$ cat config.mk
export PLATFORM = sky130hd
export DESIGN_NAME = mskaes_128bits_inv_fsm
export DESIGN_NICKNAME = d
export VERILOG_FILES = /design/src/rtl/mskaes_128bits_inv_fsm.sv
export SDC_FILE = /design/constraint.sdc
export NUM_CORES = 1
export LEC_CHECK = 0
export ABC_AREA = 1
export CAP_MARGIN = 20
export CORE_MARGIN = 5
export CORE_UTILIZATION = 35
export DETAILED_ROUTE_END_ITERATION = 12
export HOLD_SLACK_MARGIN = 0.12
export PLACE_DENSITY_LB_ADDON = 0.3
export REMOVE_ABC_BUFFERS = 1
export SYNTH_ARGS = -nofsm -noshare
export SYNTH_HDL_FRONTEND = slang
export SYNTH_SLANG_ARGS = --single-unit
$ cat constraint.sdc
create_clock -name clk -period 1.9 [get_ports clk]
set_input_delay 0.285 -clock clk [delete_from_list [all_inputs] [get_ports clk]]
set_output_delay 0.285 -clock clk [all_outputs]
set_load 0.005 [all_outputs]
$ cat src/rtl/mskaes_128bits_inv_fsm.sv
// Control FSM for the masked AES-128 inverse cipher: forward key pass to K10,
// initial AddRoundKey, then NROUNDS inverse rounds. Define KEY_CACHE_EN to enable K10 caching.
module mskaes_128bits_inv_fsm #(
  parameter int SBOX_LAT = 4,
  parameter int NROUNDS  = 10
) (
  input  logic clk,
  input  logic nrst,
  input  logic valid_in,
  input  logic key_reuse,
  output logic ready,
  output logic plain_valid,
  output logic feed_in,
  output logic state_reg_enable,
  output logic state_mux_ark,
  output logic state_mux_firstR,
  output logic key_reg_enable,
  output logic key_cache_store,
  output logic key_cache_load,
  output logic SB_valid_in,
  output logic KS_in_valid,
  output logic KS_rcon_update,
  output logic KS_rcon_rst,
  output logic KS_inverse
);

  localparam int CFW = (SBOX_LAT > 0) ? $clog2(SBOX_LAT + 1) : 1;
  localparam int CRW = (NROUNDS > 1) ? $clog2(NROUNDS) : 1;
  localparam logic [CFW-1:0] SLOT_LAST  = CFW'(SBOX_LAT);
  localparam logic [CRW-1:0] ROUND_LAST = CRW'(NROUNDS - 1);

  typedef enum logic [2:0] {
    IDLE        = 3'd0,
    KEY_FWD     = 3'd1,
    INIT_ARK    = 3'd2,
    INV_FIRST_R = 3'd3,
    INV_R       = 3'd4
  } state_t;

  state_t         state, next_state;
  logic [CFW-1:0] cnt_fsm;
  logic [CRW-1:0] cnt_rounds;
  logic           slot_end;
  logic           last_round;
  logic           reuse;
  logic           pulse_valid_out;

  assign slot_end   = (cnt_fsm == SLOT_LAST);
  assign last_round = (cnt_rounds == ROUND_LAST);

`ifdef KEY_CACHE_EN
  localparam logic CACHE_IMPL = 1'b1;
  logic cache_valid;

  always_ff @(posedge clk or negedge nrst) begin
    if (!nrst)
      cache_valid <= 1'b0;
    else if (key_cache_store)
      cache_valid <= 1'b1;
  end

  assign reuse = key_reuse & cache_valid;
`else
  localparam logic CACHE_IMPL = 1'b0;
  logic unused_key_reuse;
  assign unused_key_reuse = key_reuse;
  assign reuse = 1'b0;
`endif

  always_ff @(posedge clk or negedge nrst) begin
    if (!nrst)
      state <= IDLE;
    else
      state <= next_state;
  end

  // Slot counter wraps every SBOX_LAT+1 cycles; the round counter spans both inverse states.
  always_ff @(posedge clk or negedge nrst) begin
    if (!nrst) begin
      cnt_fsm    <= '0;
      cnt_rounds <= '0;
    end else begin
      case (state)
        KEY_FWD, INV_FIRST_R, INV_R: begin
          cnt_fsm <= slot_end ? '0 : cnt_fsm + 1'b1;
          if (slot_end)
            cnt_rounds <= last_round ? '0 : cnt_rounds + 1'b1;
        end
        default: begin
          cnt_fsm    <= '0;
          cnt_rounds <= '0;
        end
      endcase
    end
  end

  always_ff @(posedge clk or negedge nrst) begin
    if (!nrst)
      plain_valid <= 1'b0;
    else
      plain_valid <= pulse_valid_out;
  end

  always_comb begin
    next_state = state;
    case (state)
      IDLE:        if (valid_in) next_state = reuse ? INIT_ARK : KEY_FWD;
      KEY_FWD:     if (slot_end && last_round) next_state = INIT_ARK;
      INIT_ARK:    next_state = INV_FIRST_R;
      INV_FIRST_R: if (slot_end) next_state = INV_R;
      INV_R:       if (slot_end && last_round) next_state = IDLE;
      default:     next_state = IDLE;
    endcase
  end

  always_comb begin
    ready            = 1'b0;
    feed_in          = 1'b0;
    state_reg_enable = 1'b0;
    state_mux_ark    = 1'b0;
    state_mux_firstR = 1'b0;
    key_reg_enable   = 1'b0;
    key_cache_store  = 1'b0;
    key_cache_load   = 1'b0;
    SB_valid_in      = 1'b0;
    KS_in_valid      = 1'b0;
    KS_rcon_update   = 1'b0;
    KS_rcon_rst      = 1'b0;
    KS_inverse       = 1'b0;
    pulse_valid_out  = 1'b0;
    case (state)
      IDLE: begin
        ready            = 1'b1;
        feed_in          = 1'b1;
        state_reg_enable = 1'b1;
        key_reg_enable   = 1'b1;
        if (valid_in) begin
          KS_rcon_rst    = 1'b1;
          key_cache_load = reuse;
        end
      end
      KEY_FWD: begin
        KS_in_valid = (cnt_fsm == '0);
        if (slot_end) begin
          key_reg_enable  = 1'b1;
          KS_rcon_update  = 1'b1;
          key_cache_store = CACHE_IMPL & last_round;
        end
      end
      INIT_ARK: begin
        state_mux_ark    = 1'b1;
        state_reg_enable = 1'b1;
      end
      INV_FIRST_R, INV_R: begin
        KS_inverse       = 1'b1;
        state_mux_firstR = (state == INV_FIRST_R);
        SB_valid_in      = (cnt_fsm == '0);
        KS_in_valid      = (cnt_fsm == '0);
        if (slot_end) begin
          state_reg_enable = 1'b1;
          key_reg_enable   = 1'b1;
          KS_rcon_update   = 1'b1;
          pulse_valid_out  = (state == INV_R) & last_round;
        end
      end
      default: ;
    endcase
  end

endmodule

* Yosys cells after proc, flatten, opt, wreduce, memory -nomap -nowiden *
Index checks and enable logic that the tools add are counted.

operators by class
  multiplexer cells = 24
  bitwise gates (word level) = 1
  reductions and logical operators = 7
  $add $sub $neg = 2
  eq/ne operators = 11

operator list
  cell                   count
  $mux W3                6
  $pmux W3 S5            1
  $mux W1                12
  $mux W4                3
  $ne A2 B2 Y1 const B   4
  $eq A3 B2 Y1 const B   2
  $eq A3 B3 Y1 const B   2
  $logic_not A3 Y1       2
  $add A4 B1 Y4 const B  1
  $eq A4 B4 Y1 const B   1
  $pmux W1 S2            2
  $reduce_and A4 Y1      1
  $reduce_or A2 Y1       2
  $add A3 B1 Y3 const B  1
  $eq A3 B1 Y1 const B   1
  $reduce_or A3 Y1       1
  $ne A2 B1 Y1 const B   1
  $and A1 B1 Y1          1
  $logic_and A1 B1 Y1    1

storage, ports and cells
  register bits after elaboration = 11
  input port bits = 4
  logic and storage cells = 49
  output and inout bits = 14

* Longest topological paths before layout *
  depth after elaboration = 4
  mapped depth = 9
  mapped depth without buffers = 9

* Least setup slack after synthesis *
Ideal clock, no wire load.

  path kind = reg-to-output
  start point = register state[2]
  end point = output port KS_rcon_rst
  arrival time = 0.969 ns
  path buffers = 0
  stages on the path, launching flop included = 6
  slack = 0.646 ns
  path through = dfrtp_1 nor2_1 inv_1 nor2_1 inv_1 nor2_1

between the ends
  cells in the longest elaborated chain, start to end = 2

ends and longest elaborated chain
  what                    line  source
  start, declared         40    state_t state, next_state;
  start signal, assigned  74    state <= next_state;
  $logic_not A3 Y1        131   case (state)
  $mux W1                 131
  end, declared           23    output logic KS_rcon_rst,

Every way passes these cells.

* Worst setup path after layout *
  start point = register state[0]
  end point = output port KS_rcon_rst

Same word-level chain as after synthesis.

==> impl_metrics.yaml <==
status:
  status: "finished clean"
worst_setup_path:
  arrival_ns: 1.51
  worst-path-max-fanout: 4
  critPathLaunchType: "flip-flop"
  cp-end-kind: "output pin"
  path_class: "reg2out"
  required_ns: 1.62
detailed_routing:
  drtAntennaViolNets: 0
  drc: 0
  routed_wirelength_um: 1520
  firstDrtPassIters: 2
  avgViaCountPerCell: 4.42
  drtIter0Drc: 4
  via_count: 663
  routedWlPerCell_um: 10.2
power_and_ir_drop:
  p_leak_nw: 0.644
  finalPower_w: 0.00143
  pwr_density_cell_nw_per_um2: 1440
  ir_worst_vdd_uv: 752
min_path:
  hp-class: "in2async"
timing:
  period_share_pct: 94.7
  skew_ns: 0.00435
  slew_viol_final: 0
  fin_crit_ns: 1.80
  layout_setup_ws_ns: 0.101
  fmax_ghz: 0.556
  setup_violations: 0
  slew_headroom_pct: 66.0
  finalHoldViolCount: 0
  worstMarginPinSlew_ns: 0.509
placement:
  gp_congestion: 0.767
  place_ws_ns: 0.106
  io_buffers: 14
  dp_hpwl_um: 1090
  placed_area_um2: 868
  dp.cells: 140
die:
  die_w_um: 54.4
  rows: 16
  fp.dieArea_um2: 2960
  fp.dieH_um: 54.4
  initial_core_util_pct: 35.9
  core-area_um2: 1920
  pin_count: 18
cells_and_area:
  antenna_cells: 0
  area_growth_pct: 43.3
  drive_gt1_share_pct: 25.2
  stdcell_area_um2: 990
  nets: 132
  fin_util_pct: 51.5
  final_cell_count_no_fill: 150
run:
  cap_violations: 0
global_route:
  grt-ovfl-total: 0
  grt_first_pass_wirelength_um: 2280
  grt_antenna_before_repair: 0
  grt_pass1_vias: 564
  grt_use_total_pct: 11.5
  grt_max_degree: 12
synthesis:
  synth_area_per_cell_um2: 7.05
  syn_inst: 98
  synth-warning-count: 0
  ys_seq_elements: 11
  yosysSeqAreaShare_pct: 39.9
  syn_area_um2: 691
  ys_types: 17
clock_network:
  clk_path_buf_depth: 2
  clock_latency_ns: 0.27
  cts.clk_slew.worst_paths_ns: 0.07
  htreeDepth: 1
  clock_tree.root_cell: "clkbuf_4"
  cts_buffers: 3
  cts.sinks: 11
  cts_hold_buf: 0
  cts_tree: "done"
[Yosys cell counts (all sizes together)]
library cell,number,area [um^2]
nand3,8,40.0
nor3,2,10.0
o21ai,3,15.0
xnor2,1,8.76
ha,4,50.1
xor2,1,8.76
nor2,15,66.3
dfrtp,11,275
nand3b,1,7.51
conb,1,3.75
buf,3,22.5
nand2,31,119
inv,17,63.8
[metal layers]
metal | vias up | global-route usage, % | share of wire (%)
li1 | 343 | - | -
met1 | 305 | 11.8 | 40
met2 | 13 | 19.9 | 53
met3 | 2 | 5.18 | 6.2
met4 | 0 | 4.98 | 0.33
met5 | - | 0 | 0
[stage by stage]
step | hold slack [ns] | setup TNS, ns
global placement | 0.448 | 0
finish | 0.349 | 0
CTS | 0.358 | -0.193
floorplan | -0.0106 | 0
global route | 0.385 | -0.00581
detailed placement | 0.459 | 0
[repair_timing]
action                                  in CTS  in global routing
pin swaps                                    1                  1
resized for setup                           11                 16
endpoints found under the setup margin       9                  7
setup buffers                                4                  2
[worst max-delay path, cell delays in order, from the launching register on]
cell and delay (ns):
dfrtp_2 0.43, buf_4 0.15, nor2_4 0.08, inv_1 0.08, nor2_4 0.12, inv_2 0.05, nor2_1 0.08, dlygate4sd2_1 0.25
[logic make-up after synthesis]
group                      count (synthesis)  synth area share (%)
and+or+nand+nor                           57                  35.1
buffers and inverters                     20                  12.5
DFF                                       11                  39.9
adders and majority gates                  4                  7.25
AOI/OAI and AO/OA                          3                  2.17
xor gates and xnor gates                   2                  2.54
other                                      1                 0.543
[sequential cells by signal, summed over array words and instances (netlist names)]
signal       cells
cnt_rounds       4
cnt_fsm          3
plain_valid      1
state            3
[report_power, final]
group	switching (W)	total, W	internal, W
clock	0.0000782	0.000160	0.0000814
sequential	0.0000614	0.000356	0.000294
combinational	0.000469	0.000910	0.000440
total	0.000609	0.00143	0.000816
[worst paths after layout]
path	startpoint	to	slack (ns)	cells past startpoint
worst max-delay path	state[0]$_DFFE_PN0P_	KS_rcon_rst	0.10	7
worst min-delay path	nrst	cnt_rounds[3]$_DFFE_PN0P_	0.35	1
worst max register to register	cnt_rounds[1]$_DFFE_PN0P_	state[0]$_DFFE_PN0P_	0.52	9
worst min register to register	cnt_fsm[0]$_DFF_PN0_	cnt_fsm[0]$_DFF_PN0_	0.53	2
max in group asynchronous	nrst	state[2]$_DFFE_PN0P_	1.19	1
min in group clk	cnt_fsm[0]$_DFF_PN0_	cnt_fsm[0]$_DFF_PN0_	0.53	2
[cell usage in the layout, fill, tap and decap left out]
| cell type | count |
|---|---|
| clkbuf_1 | 1 |
| dlymetal6s2s_1 | 7 |
| ha_1 | 3 |
| nor2_2 | 2 |
| nor2_4 | 4 |
| xor2_1 | 1 |
| nor2_1 | 9 |
| buf_4 | 9 |
| nand3_1 | 7 |
| inv_1 | 10 |
| nand2_2 | 2 |
| nand3_2 | 1 |
| conb_1 | 2 |
| o21ai_0 | 3 |
| nand3b_1 | 1 |
| dfrtp_1 | 9 |
| nor3_1 | 2 |
| nand2_1 | 29 |
| xnor2_1 | 1 |
| inv_2 | 7 |
| ha_2 | 1 |
| clkdlybuf4s50_1 | 3 |
| dfrtp_2 | 2 |
| dlygate4sd2_1 | 4 |
| clkbuf_4 | 3 |
[cell type report]
class	count	area, um^2
Fill cell	201	932
Tap cell	27	33.8
Timing Repair Buffer	23	220
Inverter	17	63.8
Multi-Input combinational cell	68	368
Clock buffer	4	26.3
Sequential cell	11	278
(Power assumes the default switching activity.)
